[config.mk]
export PLATFORM = sky130hd
export DESIGN_NAME = config_readback_tx_flat
export DESIGN_NICKNAME = d
export VERILOG_FILES = /design/src/rtl/config_readback_tx_if.sv /design/src/rtl/config_readback_tx.sv /design/src/flat_wrapper.sv
export SDC_FILE = /design/constraint.sdc
export NUM_CORES = 1
export LEC_CHECK = 0
export CAP_MARGIN = 20
export CORE_ASPECT_RATIO = 1.4
export CORE_MARGIN = 1
export CORE_UTILIZATION = 35
export DETAILED_ROUTE_END_ITERATION = 8
export PLACE_DENSITY = 0.71
export SYNTH_ARGS = -nofsm -noshare
export SYNTH_HDL_FRONTEND = slang
export SYNTH_SLANG_ARGS = --single-unit
[constraint.sdc]
create_clock -name clk -period 2.29 [get_ports clk]
set_input_delay 0.229 -clock clk [delete_from_list [all_inputs] [get_ports clk]]
set_output_delay 0.229 -clock clk [all_outputs]
set_load 0.1 [all_outputs]
[src/rtl/config_readback_tx_if.sv]
// config_readback_tx_if: RAM read port and UART transmit handshake of the readback transmitter
interface config_readback_tx_if #(parameter int ADDR_W = 5);
  logic [2:0] mem_ch;
  logic [ADDR_W-1:0] mem_addr;
  logic mem_rd_en;
  logic [7:0] mem_data;
  logic [7:0] tx_data;
  logic tx_start;
  logic tx_busy;
  modport master (output mem_ch, mem_addr, mem_rd_en, tx_data, tx_start, input mem_data, tx_busy);
  modport slave (input mem_ch, mem_addr, mem_rd_en, tx_data, tx_start, output mem_data, tx_busy);
endinterface

[src/rtl/config_readback_tx.sv]
// config_readback_tx: serializes the configuration snapshot and channel delay RAMs back to the host UART
module config_readback_tx #(
  parameter logic [2:0] HANDSHAKE = 3'b110,
  parameter int ADDR_W = 5,
  parameter int RD_LAT = 1
) (
  input logic clk,
  input logic rst,
  input logic start,
  input logic abort,
  input logic [7:0] channel_select,
  input logic [4:0] aline_select,
  input logic [31:0] pulse_shape,
  config_readback_tx_if.master bus,
  output logic busy,
  output logic done
);
  localparam int IW = ADDR_W + 4;
  localparam int KW = ADDR_W + 3;
  localparam logic [IW-1:0] LAST = IW'(6 + 8 * (2 ** ADDR_W) - 1);
  typedef enum logic [2:0] {IDLE, LOAD, RD_WAIT, SEND, TX_WAIT, DONE} state_t;
  state_t state_q, state_d;
  logic [IW-1:0] idx_q, idx_d;
  logic [KW-1:0] k;
  logic [7:0] cs_q, cs_d, tx_data_q, tx_data_d, hdr;
  logic [4:0] al_q, al_d;
  logic [31:0] ps_q, ps_d;
  logic [1:0] lat_q, lat_d;
  logic tx_start_q, tx_start_d, hdr_phase, last, lat_hit, rd;
  assign hdr_phase = idx_q < IW'(6);
  assign last = idx_q == LAST;
  assign lat_hit = lat_q == 2'(RD_LAT - 1);
  assign rd = state_q == LOAD && !hdr_phase;
  assign k = idx_q[KW-1:0] - KW'(6);
  assign hdr = idx_q[2:0] == 3'd0 ? {HANDSHAKE, cs_q[7:3]} :
               idx_q[2:0] == 3'd1 ? {cs_q[2:0], al_q} :
               idx_q[2:0] == 3'd2 ? ps_q[31:24] :
               idx_q[2:0] == 3'd3 ? ps_q[23:16] :
               idx_q[2:0] == 3'd4 ? ps_q[15:8] : ps_q[7:0];
  assign {bus.mem_ch, bus.mem_addr} = rd ? k : '0;
  assign bus.mem_rd_en = rd;
  assign bus.tx_data = tx_data_q;
  assign bus.tx_start = tx_start_q;
  assign busy = state_q != IDLE && state_q != DONE;
  assign done = state_q == DONE;
  always_comb begin
    state_d = state_q;
    idx_d = idx_q;
    cs_d = cs_q;
    al_d = al_q;
    ps_d = ps_q;
    tx_data_d = tx_data_q;
    lat_d = lat_q;
    tx_start_d = 1'b0;
    case (state_q)
      IDLE: if (start && !abort) begin
        state_d = LOAD;
        idx_d = '0;
        cs_d = channel_select;
        al_d = aline_select;
        ps_d = pulse_shape;
      end
      LOAD: begin
        state_d = hdr_phase ? SEND : RD_WAIT;
        tx_data_d = hdr_phase ? hdr : tx_data_q;
        lat_d = '0;
      end
      RD_WAIT: begin
        state_d = lat_hit ? SEND : RD_WAIT;
        tx_data_d = lat_hit ? bus.mem_data : tx_data_q;
        lat_d = lat_q + 2'd1;
      end
      SEND: begin
        state_d = bus.tx_busy ? SEND : TX_WAIT;
        tx_start_d = !bus.tx_busy;
      end
      // the UART only raises tx_busy after seeing tx_start, so the strobe cycle itself is skipped
      TX_WAIT: if (!tx_start_q && !bus.tx_busy) begin
        state_d = last ? DONE : LOAD;
        idx_d = last ? idx_q : idx_q + IW'(1);
      end
      default: state_d = IDLE;
    endcase
    if (abort && state_q != IDLE) begin
      state_d = IDLE;
      tx_start_d = 1'b0;
    end
  end
  always_ff @(posedge clk or negedge rst) begin
    if (!rst) begin
      state_q <= IDLE;
      idx_q <= '0;
      cs_q <= '0;
      al_q <= '0;
      ps_q <= '0;
      tx_data_q <= '0;
      lat_q <= '0;
      tx_start_q <= 1'b0;
    end else begin
      state_q <= state_d;
      idx_q <= idx_d;
      cs_q <= cs_d;
      al_q <= al_d;
      ps_q <= ps_d;
      tx_data_q <= tx_data_d;
      lat_q <= lat_d;
      tx_start_q <= tx_start_d;
    end
  end
endmodule

[src/flat_wrapper.sv]
// flat-port wrapper written by rule: the top's interface ports become plain ports
module config_readback_tx_flat 
#(
  parameter logic [2:0] HANDSHAKE = 3'b110,
  parameter int ADDR_W = 5,
  parameter int RD_LAT = 1
)
  (clk, rst, start, abort, channel_select, aline_select, pulse_shape, busy, done, bus_mem_ch, bus_mem_addr, bus_mem_rd_en, bus_tx_data, bus_tx_start, bus_mem_data, bus_tx_busy);
  config_readback_tx_if #(.ADDR_W(ADDR_W)) bus_i ();
  input logic clk;
  input logic rst;
  input logic start;
  input logic abort;
  input logic [7:0] channel_select;
  input logic [4:0] aline_select;
  input logic [31:0] pulse_shape;
  output logic busy;
  output logic done;
  output wire logic [$bits(bus_i.mem_ch)-1:0] bus_mem_ch;
  output wire logic [$bits(bus_i.mem_addr)-1:0] bus_mem_addr;
  output wire logic [$bits(bus_i.mem_rd_en)-1:0] bus_mem_rd_en;
  output wire logic [$bits(bus_i.tx_data)-1:0] bus_tx_data;
  output wire logic [$bits(bus_i.tx_start)-1:0] bus_tx_start;
  input wire logic [$bits(bus_i.mem_data)-1:0] bus_mem_data;
  input wire logic [$bits(bus_i.tx_busy)-1:0] bus_tx_busy;
  assign bus_mem_ch = bus_i.mem_ch;
  assign bus_mem_addr = bus_i.mem_addr;
  assign bus_mem_rd_en = bus_i.mem_rd_en;
  assign bus_tx_data = bus_i.tx_data;
  assign bus_tx_start = bus_i.tx_start;
  assign bus_i.mem_data = bus_mem_data;
  assign bus_i.tx_busy = bus_tx_busy;
  config_readback_tx #(.HANDSHAKE(HANDSHAKE), .ADDR_W(ADDR_W), .RD_LAT(RD_LAT)) u_core (.clk(clk), .rst(rst), .start(start), .abort(abort), .channel_select(channel_select), .aline_select(aline_select), .pulse_shape(pulse_shape), .bus(bus_i), .busy(busy), .done(done));
endmodule
==> results.cfg <==
[timing]
fmax_mhz = 446.1
hold_viol = 0
finalHoldWorstSlack_ns = 0.4250
fin_skew_ns = 0.005722
setup_slack_ns = 0.04851
finalSetupViolCount = 0
finalMaxSlewViolations = 0
rsz0062_at_grt = yes
fin_crit_sh = 0.9788
finalSetupTns_ns = 0
max_slew_margin = 0.6339
fin_crit_ns = 2.241
tightest_slew_ns = 0.5435

[clock_network]
clockBufferDepth = 2
clk_pin_slew_ns = 0.05
clock_latency_ns = 0.33
cts_tree = built
cts.htree.levels = 3
cts_made_buffers = 9
cts-root-buf = clkbuf_16
cts.sinks = 68

[routing]
drc = 0
via_per_inst = 4.922
dr_total_vias = 3199
ant_nets = 0
dr.pass1.iters = 4
drt-initial-drc-count = 209
wirelength_um = 9255
wire_per_inst_um = 14.24

[worst_setup_path]
crit_end = bus_mem_addr[2]
cp_max_fo = 4
cp-end-kind = primary output
rrSetupSlack_ns = 0.15
worstPathArrival_ns = 2.01
critical_path_class = reg -> out
critPathMaxStageDelay_ns = 0.41
worstReg2RegStart = u_core.idx_q[6]
worstPathRequired_ns = 2.06
setup.worst_path.start_class = flop
critical_path.startpoint = u_core.idx_q[1]
crit_slowest_cell = dfrtp_2
worstPathCellList = ha_2, or3_4, o31ai_4, clkinvlp_4, and2_4, buf_12
rr_worst_depth = 5
r2r_end = u_core.state_q[2]

[final_layout]
multi_input_area_um2 = 1714
drive_gt1_frac = 0.1379
fillers = 999
diodes = 0
mostFrequentLayoutCell = nand2_1
syn2layout_area_growth_pct = 37.33
final_nets = 576
final_cell_mix = nand2_1 (156), dfrtp_1 (66), clkdlybuf4s50_1 (56)
final-instance-count-excl-fill = 650
register_area_um2 = 1704

[worst_hold_path]
hold_depth = 3
hold_class = in -> reg
worstHoldStart = aline_select[2]

[logic_synthesis]
syn_nets = 494
synth_top_flop_cell = dfrtp_1
yosys-top-cells-area = dfrtp_1 (48%), nand2_1 (17%), nor2_1 (3.2%), ha_1 (2.5%), nor3_1 (2.3%)
syn_inst = 429
synth_cell_types = 47
synth_area_per_cell_um2 = 8.266
yosys_warnings = 0
yosysSeqAreaShare = 0.4799
synth_top_area_frac = 0.4799
async_flop_share = 1.000
syn_area_um2 = 3546
ys_ff_latch = 68
yosys.area.top_type = dfrtp_1
synth_edf_count = 0

[placed_design]
dp_hpwl_um = 7084
port_buffers = 77
place.gp.congestion = 0.8579
place_inst = 630
place_ws_ns = 0.1632

[floorplan]
die-area_um2 = 10540
core-area_um2 = 9899
floorplan.initialDensity = 0.3582
die_w_um = 87.07
ios = 78
die_height_um = 121.1
rows = 43

[pwr]
switchingPower_uw = 1964
leakage_uw = 0.002282
swShare = 0.3981
clkPwrFrac = 0.241
p_seq_frac = 0.402
power_density_nw_per_um2 = 1013
intPower_uw = 2969
total_power_uw = 4933
ir_worst_vdd_v = 0.0004114
power_frac_comb = 0.356

[global_route]
grt_pass1_vias = 3215
grt_pass1_wl_um = 15170
grt_max_degree = 69
antenna_found_initial = 0
grt.overflow.total = 0
grt_util_all_layers = 0.1925

[status]
outcome = completed

[flow_run]
cap_viol_max_count = 0
## critical path: cells and delay by family, from the launching register on
kind / cells / cell delay (ns)
compound gates: 1 / 0.26
simple gates: 2 / 0.52
fa+ha+maj: 1 / 0.19
buf+inv: 2 / 0.30
flops: 1 / 0.41
## cells in the mapped netlist (2+ instances only)
cell type and instances:
a21o_1 2, a21oi_1 13, a221oi_1 3, a22oi_1 5, a31oi_1 2, and2_1 2
buf_2 2, clkbuf_1 20, dfrtp_1 68, ha_1 7, inv_1 12, nand2_1 156
nand2b_1 4, nand3_1 5, nor2_1 30, nor2b_1 6, nor3_1 16, nor3b_1 3
nor4_1 6, o21ai_0 14, o21ai_1 3, o22ai_1 10, o31ai_1 5, or3_1 3
or3_4 2, xnor2_1 7, xor2_1 3
## per-layer routing
layer,track usage,part of all wire,vias up
met3,0.03401,0.043,27
met2,0.3430,0.52,93
li1,-,-,1590
met1,0.2166,0.39,1489
met5,0,0,-
met4,0.09688,0.040,0
## power by group through the flow
stage                     sequential [uW]  clock, uW  combinational (uW)
after detailed placement             2000          0                1770
after floorplan                      2280          0                 906
after global routing                 2020       1260                1950
after CTS                            1980       1210                1770
after global placement               2000          0                1720
final                                1980       1190                1760
## stage by stage
step	util	instance area, um^2
after floorplan	-	3570
after global placement	0.4613	4567
after detailed placement	0.4613	4567
after CTS	0.4910	4861
after global routing	0.4919	4870
final	0.4919	4870
## final cells by class
cell class,instances,share of cell area
multi-input cells,325,0.3520
repair buffers,95,0.2017
clock inverters,3,0.003083
flip-flops and latches,68,0.3499
clock buffers,12,0.04856
inverters,12,0.01002
well taps,135,0.03469
## worst min-delay path by stage
stage,slack (ns),end
global route,0.44,u_core.ps_q[0]
floorplan,-0.07,u_core.al_q[0]
finish,0.42,u_core.al_q[2]
CTS,0.42,u_core.cs_q[1]
global placement,0.27,u_core.lat_q[0]
detailed placement,0.28,u_core.lat_q[1]
## flip-flops by register name, summed over array words and instances (netlist names)
name                 count
u_core.ps_q             32
u_core.idx_q             9
u_core.bus.tx_data       8
u_core.cs_q              8
u_core.al_q              5
u_core.state_q           3
u_core.lat_q             2
u_core.bus.tx_start      1
## kinds of logic after synthesis
kind of cell / synth area share
buffers and inverters: 0.04093
adders and majority gates: 0.02470
DFF: 0.4799
AOI/OAI and AO/OA: 0.1327
xor gates and xnor gates: 0.02470
and+or+nand+nor: 0.2971
## repair_timing
item                                    CTS  global route
hold buffers                              1             0
pin swaps                                 2             1
resized for setup                         3             1
endpoints found under the setup margin    9             9
hold endpoints to repair                 68             0
setup buffers                             3             1
No activity file was read; power rests on OpenSTA's default activity.
==> variant, RTL diff (same flow settings) <==
Make the reset (`rst`) synchronous in one clocked block.
--- a/src/rtl/config_readback_tx.sv
+++ b/src/rtl/config_readback_tx.sv
@@ -86,7 +86,7 @@
       tx_start_d = 1'b0;
     end
   end
-  always_ff @(posedge clk or negedge rst) begin
+  always_ff @(posedge clk) begin
     if (!rst) begin
       state_q <= IDLE;
       idx_q <= '0;
Formal check against the unedited RTL: differs if rst is asserted again (counterexample within 4 cycles, from zero or initial values and one cycle with rst low); with rst held inactive, the same outputs for 10 cycles.
==> variant against the unedited design <==
- routed wire length rose by 4.4%
- sequential cell count did not move
- design area fell by 0.62%
- final cell count up 1.7%
- area after synthesis shrank 1.8%
- clock power increased by 16%
- synthesized cell count grew 5.1%
- non-clock buffer count increased by 1
- power is 26% lower
- setup slack improved by 32 ps
- worst hold slack better by 26 ps
==> variant: results (changes against the unedited design) <==
Final layout
  • Layout cell share with drive strength beyond 1: 0.1304 (-0.007429)
  • # fillers: 919 (-8.0%)
  • Final #Nets: 589 (+2.3%)
  • ANT cells: 0 (unchanged)

Worst setup path
  • CP max FO: 13 (+9)
  • Worst R2R Setup Slack: 140 ps

Logic synthesis
  • Top post-synthesis cells by area: dfxtp_1, nand2_1, a21oi_1
  • Synth cell count leaders: nand2_1, dfxtp_1, a21oi_1
  • Sequential share of the synthesized area: 0.3908 (-0.08908)
  • Syn nets: 516 (+4.5%)
  • Mapped Avg Cell Area: 7.724 um2 (-6.6%)
  • Library cells used by synthesis: 53 (+13%)
  • Async SR Flop Fraction: 0 (-1.000)

Status
  • Status: finished, final reports clean

Global routing
  • First-pass GRT wire length: 15990 um (+5.4%)
  • Largest net degree at the start of global routing: 54 (-22%)
  • GRT Util Overall: 0.1965 (+0.004059)

STA
  • Slew margin rel.: 0.6708 (+0.03698)
  • Finish-stage setup viols: 0 (unchanged)
  • Tmin final: 2209 ps (-32.43 ps)
  • Fin Clk Skew: 6.039 ps (+0.3173 ps)

Route
  • Wire length per cell: 14.61 um (+2.6%)
  • DRT iter0 DRCs: 229 (+9.6%)
  • Routed via count: 3479 (+8.8%)
  • Total routed wirelength: 9658 um (+4.4%)

Power
  • Pleak: 1.798 nW (-21%)
  • Max IR drop VDD: 0.4466 mV (+8.6%)

Worst hold path
  • HP Class: register to register

Clock network
  • Clock buffer depth: 2 (unchanged)

Placement
  • Dpl cells: 644 (+2.2%)
  • Buffers on Ports: 77 (unchanged)
  • Final HPWL DP: 7164 um (+1.1%)
  • Routability cong.: 0.9191 (+7.1%)

Die
  • Core Area: 0.009564 mm2 (-3.4%)
==> variant: per-layer routing <==
layer | part of all wire | wire length, um | up-vias | GRT usage
li1 | - | - | 1739 | -
met5 | 0 | 0 | - | 0
met1 | 0.43 | 4113 | 1620 | 0.2350
met2 | 0.51 | 4905 | 106 | 0.3457
met3 | 0.045 | 432 | 14 | 0.03576
met4 | 0.021 | 206 | 0 | 0.07188
==> variant: where the power goes <==
group	internal (mW)	total [mW]	switching (mW)	leakage [nW]
logic	0.316	0.898	0.582	1.10
registers	1.29	1.37	0.0817	0.554
clock network	0.902	1.38	0.479	0.142
total	2.50	3.65	1.14	1.80
==> variant: metrics by stage <==
stage,hold WS (ps),util,TNS [ps],power [mW]
global route,455.3,0.5060,0,3.801
global placement,443.3,0.4719,0,2.271
finish,451.4,0.5060,0,3.646
detailed placement,445.2,0.4719,0,2.284
CTS,446.0,0.5046,-8.809,3.665
floorplan,365.0,-,-2622,1.989
==> variant: logic make-up (layout without fill, tap and decap cells) <==
| family | after synthesis | after routing | synth area share |
|---|---|---|---|
| adder cells (fa/ha/maj) | 7 | 7 | 0.02514 |
| multiplexers | 5 | 5 | 0.01473 |
| buffers and inverters | 45 | 123 | 0.05065 |
| flip-flops | 68 | 68 | 0.3908 |
| XOR/XNOR | 6 | 6 | 0.01509 |
| AND/OR/NAND/NOR | 197 | 197 | 0.2723 |
| AO/OA/AOI/OAI | 123 | 123 | 0.2313 |
==> variant: layout make-up <==
class / count / share of cell area
multi-input cells: 338 / 0.4049
clock buffers: 13 / 0.05377
well taps: 132 / 0.03413
inverters: 11 / 0.008532
repair buffers: 96 / 0.2076
clock inverters: 3 / 0.009307
flip-flops and latches: 68 / 0.2818
==> variant: final timing paths <==
kind                                 from                                  to  cells after the start
max          u_core.idx_q[1]$_SDFFE_PN0P_                     bus_mem_addr[3]                      6
min reg2reg  u_core.ps_q[18]$_SDFFE_PN0P_        u_core.ps_q[18]$_SDFFE_PN0P_                      2
min          u_core.ps_q[18]$_SDFFE_PN0P_        u_core.ps_q[18]$_SDFFE_PN0P_                      2
max reg2reg  u_core.idx_q[0]$_SDFFE_PN0P_  u_core.bus.tx_data[6]$_SDFFE_PN0P_                      6
==> variant: worst max-delay path, stage by stage (launching register included) <==
cell and delay (ps):
dfxtp_2 350, ha_2 210, or3_4 370, o31ai_4 270
buf_6 190, nor2_1 90, buf_12 170
==> variant: timing repair <==
action | 4_1_cts | 5_1_grt
gates resized for setup | 3 | 3
endpoints found under the setup margin | 8 | 8
buffers inserted | 0 | 1
